$ cat config.mk
export PLATFORM = sky130hd
export DESIGN_NAME = wb_regfile
export DESIGN_NICKNAME = d
export VERILOG_FILES = /design/src/rtl/wb_regfile_pkg.sv /design/src/rtl/wb_regfile_scoreboard.sv /design/src/rtl/wb_regfile.sv
export SDC_FILE = /design/constraint.sdc
export NUM_CORES = 2
export LEC_CHECK = 0
export CAP_MARGIN = 20
export CORE_MARGIN = 1.5
export CORE_UTILIZATION = 34
export DETAILED_ROUTE_END_ITERATION = 8
export RECOVER_POWER = 25
export SLEW_MARGIN = 20
export SYNTH_ARGS = -nofsm -noshare
export SYNTH_HDL_FRONTEND = slang
export SYNTH_SLANG_ARGS = --single-unit
$ cat constraint.sdc
create_clock -name clk -period 6.4 [get_ports clk]
set_clock_uncertainty 0.1 [all_clocks]
set_input_delay 1.28 -clock clk [delete_from_list [all_inputs] [get_ports clk]]
set_output_delay 1.28 -clock clk [all_outputs]
set_load 0.01 [all_outputs]
$ cat src/rtl/wb_regfile_pkg.sv
// Shared constants and types for the writeback register file: control-vector
// bit positions, control width and the architectural register index type.
package wb_pkg;

    localparam int CTRL_W        = 18;
    localparam int CTRL_REGWRITE = 0;
    localparam int CTRL_MEMTOREG = 1;

    typedef logic [4:0] reg_idx_t;

endpackage

$ cat src/rtl/wb_regfile_scoreboard.sv
// Busy scoreboard: one pending-write bit per register. A set and a clear on the
// same index in the same cycle leave the bit set, and register 0 is never busy.
module wb_scoreboard
    import wb_pkg::*;
#(
    parameter int DEPTH = 32
) (
    input  logic     clk,
    input  logic     reset,
    input  logic     set_en_i,
    input  reg_idx_t set_idx_i,
    input  logic     clr_en_i,
    input  reg_idx_t clr_idx_i,
    input  reg_idx_t rs_idx_i,
    input  reg_idx_t rt_idx_i,
    output logic     rs_busy_o,
    output logic     rt_busy_o
);

    logic [DEPTH-1:0] busy_q;
    logic [DEPTH-1:0] busy_d;

    // The clear is applied first so that a newer producer's set takes priority.
    always_comb begin
        busy_d = busy_q;
        if (clr_en_i) begin
            busy_d[clr_idx_i] = 1'b0;
        end
        if (set_en_i) begin
            busy_d[set_idx_i] = 1'b1;
        end
        busy_d[0] = 1'b0;
    end

    always_ff @(posedge clk or negedge reset) begin
        if (!reset) begin
            busy_q <= '0;
        end else begin
            busy_q <= busy_d;
        end
    end

    assign rs_busy_o = busy_q[rs_idx_i];
    assign rt_busy_o = busy_q[rt_idx_i];

endmodule

$ cat src/rtl/wb_regfile.sv
// Writeback-stage register file with two combinational read ports, a busy
// scoreboard and a one-cycle commit pulse. Optional macro: REGFILE_BYPASS_EN.
module wb_regfile
    import wb_pkg::*;
#(
    parameter int DEPTH = 32,
    parameter int XLEN  = 32
) (
    input  logic              clk,
    input  logic              reset,
    input  logic [CTRL_W-1:0] wb_ctrl,
    input  reg_idx_t          wb_rd,
    input  logic [XLEN-1:0]   wb_alu_result,
    input  logic [XLEN-1:0]   wb_mem_data,
    input  reg_idx_t          rs_addr,
    input  reg_idx_t          rt_addr,
    output logic [XLEN-1:0]   rs_data,
    output logic [XLEN-1:0]   rt_data,
    output logic              rs_busy,
    output logic              rt_busy,
    input  logic              issue_en,
    input  reg_idx_t          issue_rd,
    output logic              wb_commit
);

    logic [XLEN-1:0] regs_q [DEPTH];
    logic            commit_q;
    logic            wr_en;
    logic [XLEN-1:0] wr_data;
    logic            sb_rs_busy;
    logic            sb_rt_busy;
    logic            byp_rs;
    logic            byp_rt;
    logic            unused_ctrl;

    assign wr_en       = wb_ctrl[CTRL_REGWRITE] && (wb_rd != '0);
    assign wr_data     = wb_ctrl[CTRL_MEMTOREG] ? wb_mem_data : wb_alu_result;
    assign unused_ctrl = ^wb_ctrl;

    always_ff @(posedge clk or negedge reset) begin
        if (!reset) begin
            for (int i = 0; i < DEPTH; i++) begin
                regs_q[i] <= '0;
            end
            commit_q <= 1'b0;
        end else begin
            if (wr_en) begin
                regs_q[wb_rd] <= wr_data;
            end
            commit_q <= wr_en;
        end
    end

    wb_scoreboard #(
        .DEPTH (DEPTH)
    ) u_scoreboard (
        .clk       (clk),
        .reset     (reset),
        .set_en_i  (issue_en && (issue_rd != '0)),
        .set_idx_i (issue_rd),
        .clr_en_i  (wr_en),
        .clr_idx_i (wb_rd),
        .rs_idx_i  (rs_addr),
        .rt_idx_i  (rt_addr),
        .rs_busy_o (sb_rs_busy),
        .rt_busy_o (sb_rt_busy)
    );

`ifdef REGFILE_BYPASS_EN
    // Gated by reset so nothing leaks onto the read ports while held in reset.
    assign byp_rs = reset && wr_en && (rs_addr == wb_rd);
    assign byp_rt = reset && wr_en && (rt_addr == wb_rd);
`else
    assign byp_rs = 1'b0;
    assign byp_rt = 1'b0;
`endif

    always_comb begin
        rs_data = '0;
        rt_data = '0;
        if (rs_addr != '0) begin
            rs_data = byp_rs ? wr_data : regs_q[rs_addr];
        end
        if (rt_addr != '0) begin
            rt_data = byp_rt ? wr_data : regs_q[rt_addr];
        end
    end

    assign rs_busy   = sb_rs_busy && !byp_rs;
    assign rt_busy   = sb_rt_busy && !byp_rt;
    assign wb_commit = commit_q;

endmodule

==> flow_summary.json <==
{
  "grt_usage_pct": 22.9,
  "cts_tree": "built",
  "hold_path.startpoint": "regs_q[995]$_DFFE_PN0P_",
  "area_growth_pct": 14.4,
  "grt_pass1_vias": 40800,
  "ys_async_sr_fraction_pct": 100,
  "grt_pass1_wl_mm": 276,
  "clock-root-buffer": "clkbuf_16",
  "slew_headroom_pct": -89.2,
  "cts_hold_buf": 0,
  "hold_path.class": "reg -> reg",
  "num_rows": 146,
  "worst-path-max-fanout": 42,
  "hpwl_mm": 114,
  "drive_gt1_share_pct": 20.7,
  "p_leak_uw": 0.0260,
  "post_cts.resized_instances": 0,
  "syn_area_um2": 54200,
  "drt_pre_antenna_iters": 5,
  "end_kind": "output pin",
  "r2r-start": "regs_q[204]$_DFFE_PN0P_",
  "period_share_pct": 89.3,
  "io_pins": 172,
  "antenna_left": 0,
  "rrSetupSlack_ns": 5.52,
  "yosysTopAreaCell": "dfrtp_1",
  "fin_area_um2": 62000,
  "synthFlopType": "dfrtp_1",
  "drt_iter0_markers": 4121,
  "post_cts_buffers": 0,
  "cp-start-kind": "input pin",
  "die_y_um": 402,
  "cts_buffers": 107,
  "synthTopCellsByArea": "dfrtp_1 49%, mux4_2 19%, o21ai_0 5.7%",
  "power_density_nw_per_um2": 326,
  "drv_slew": 431,
  "period_needed_ns": 5.71,
  "h-tree-depth": 3,
  "post_dp_cell_area_um2": 58300,
  "ir_drop_mv": 0.223,
  "synth_top_area_share_pct": 48.7,
  "final-setup-viol-count": 0,
  "ys_seq_elements": 1055,
  "rsz0062_at_grt": "no",
  "fmaxAchievable_ghz": 0.175,
  "cap_violations": 5,
  "criticalPathCategory": "in -> out",
  "portBuffers": 155,
  "worstSkewPairLatency_ns": 0.73,
  "antenna_found_initial": 3,
  "die_w_um": 402,
  "nets": 4881,
  "clock_sinks": 1055,
  "synth_most_common_cell": "dfrtp_1",
  "wire_per_inst_um": 26.9,
  "grt_start_max_net_pins": 158,
  "cp.arrival_ns": 4.33,
  "finalHoldViolCount": 0,
  "synth_nets": 4982,
  "netlist_top_cells_count": "1055 x dfrtp_1, 666 x nand2_1, 614 x o21ai_0",
  "dieArea_um2": 162000,
  "postRouteWirelength_mm": 187,
  "regToRegEndpoint": "regs_q[204]$_DFFE_PN0P_",
  "ys_warn_count": 0,
  "required_ns": 5.02,
  "fillers": 15000,
  "synth_edf_count": 0,
  "initial_core_util_pct": 34.2,
  "hold_path_end": "regs_q[995]$_DFFE_PN0P_",
  "num_vias": 41200,
  "outcome": "complete, but fails checks",
  "core_um2": 158000,
  "remaining_drc_errors": 0,
  "clk_path_buf_depth": 3,
  "path_clk_slew_ns": 0.06,
  "reg2reg_depth": 2,
  "synth_cell_types": 43,
  "tightest_slew_ns": 2.84,
  "tns_ns": 0,
  "violations": "capacitance limit, slew limit",
  "min_delay_path_depth": 0,
  "netlist_instances": 4877,
  "vias_per_cell": 5.94,
  "avgSynthCellArea_um2": 11.1,
  "grt.overflow.total": 0,
  "ys_seq_area_share_pct": 48.7,
  "place_congestion": 0.845
}
==> layer usage <==
metal	vias up	track usage, %	wire [µm]
met3	297	4.68	16800
met2	2018	35.1	84500
met4	0	7.04	5620
met1	21300	32.6	79600
met5	-	0	0
li1	17600	-	-
==> logic make-up after synthesis <==
| logic type | Yosys count | synth area share [%] |
|---|---|---|
| AOI/OAI and AO/OA | 1337 | 13.8 |
| muxes | 760 | 24.8 |
| and+or+nand+nor | 1178 | 8.57 |
| DFF | 1055 | 48.7 |
| buffers and inverters | 547 | 4.13 |
==> through the flow <==
stage          hold WS, ns  utilization, %  worst slack [ns]  power, µW  std cells
4_1_cts              0.276            39.1             0.636      20300       6934
5_1_grt              0.284            39.1             0.614      21100       6937
2_1_floorplan        0.325               -              2.08      12000       4877
6_report             0.276            39.1             0.685      20200       6939
3_5_place_dp         0.263            36.8             0.659      13700       6737
3_3_place_gp         0.260            36.8             0.666      13500       6737
==> layout make-up <==
cell class	instances	area (µm²)	area share (%)
tap	2072	2590	4.18
sequential	1055	26400	42.6
multi-input combinational	3275	26000	41.9
timing repair buffer	335	3390	5.46
antenna	3	7.51	0.0121
inverter	2	8.76	0.0141
clock buffer	161	3200	5.17
clock inverter	36	429	0.692
==> how the worst max path moves through the flow <==
stage	from	end	slack (ns)	cells past startpoint
global placement	rt_addr[1]	rt_data[17]	0.67	7
CTS	rt_addr[1]	rt_data[17]	0.64	7
global route	rt_addr[1]	rt_data[17]	0.61	7
finish	rt_addr[3]	rt_data[17]	0.69	8
detailed placement	rt_addr[1]	rt_data[17]	0.66	7
floorplan	rt_addr[3]	rt_data[0]	2.08	7
==> registers in the layout, indices dropped and copies added, names as in the netlist <==
| signal | cells |
|---|---|
| wb_commit | 1 |
| u_scoreboard.busy_q | 31 |
| regs_q | 1023 |
==> worst max-delay path: stages <==
cell and delay [ns]:
clkbuf_8 0.31, buf_12 0.29, nor2_4 0.12, buf_4 0.27, a221oi_1 0.30, a221oi_1 0.17, a31oi_1 0.70, clkdlybuf4s50_1 0.77
==> cells in the final DEF (no fill, tap or decap), types with 15 or more instances in the layout <==
cell type,instances
clkbuf_16,109
clkinv_2,18
a21oi_1,453
mux4_2,454
a221o_1,29
nand2b_1,27
clkbuf_1,28
mux2i_1,155
nand2_1,654
nor2_4,15
dfrtp_1,1055
o21ai_0,614
o22ai_1,26
mux2i_2,32
o21bai_1,25
clkbuf_8,29
a221oi_1,57
buf_4,138
a22oi_1,29
o2bb2ai_1,25
nor2_1,419
mux2_2,119
a31oi_1,54
clkdlybuf4s50_1,144
buf_12,36
==> report_power, final <==
| part | switching (µW) | internal, µW |
|---|---|---|
| Sequential | 1110 | 8070 |
| Clock | 2780 | 3770 |
| Combinational | 2130 | 2340 |
| Total | 6010 | 14200 |
(Power assumes the default switching activity.)
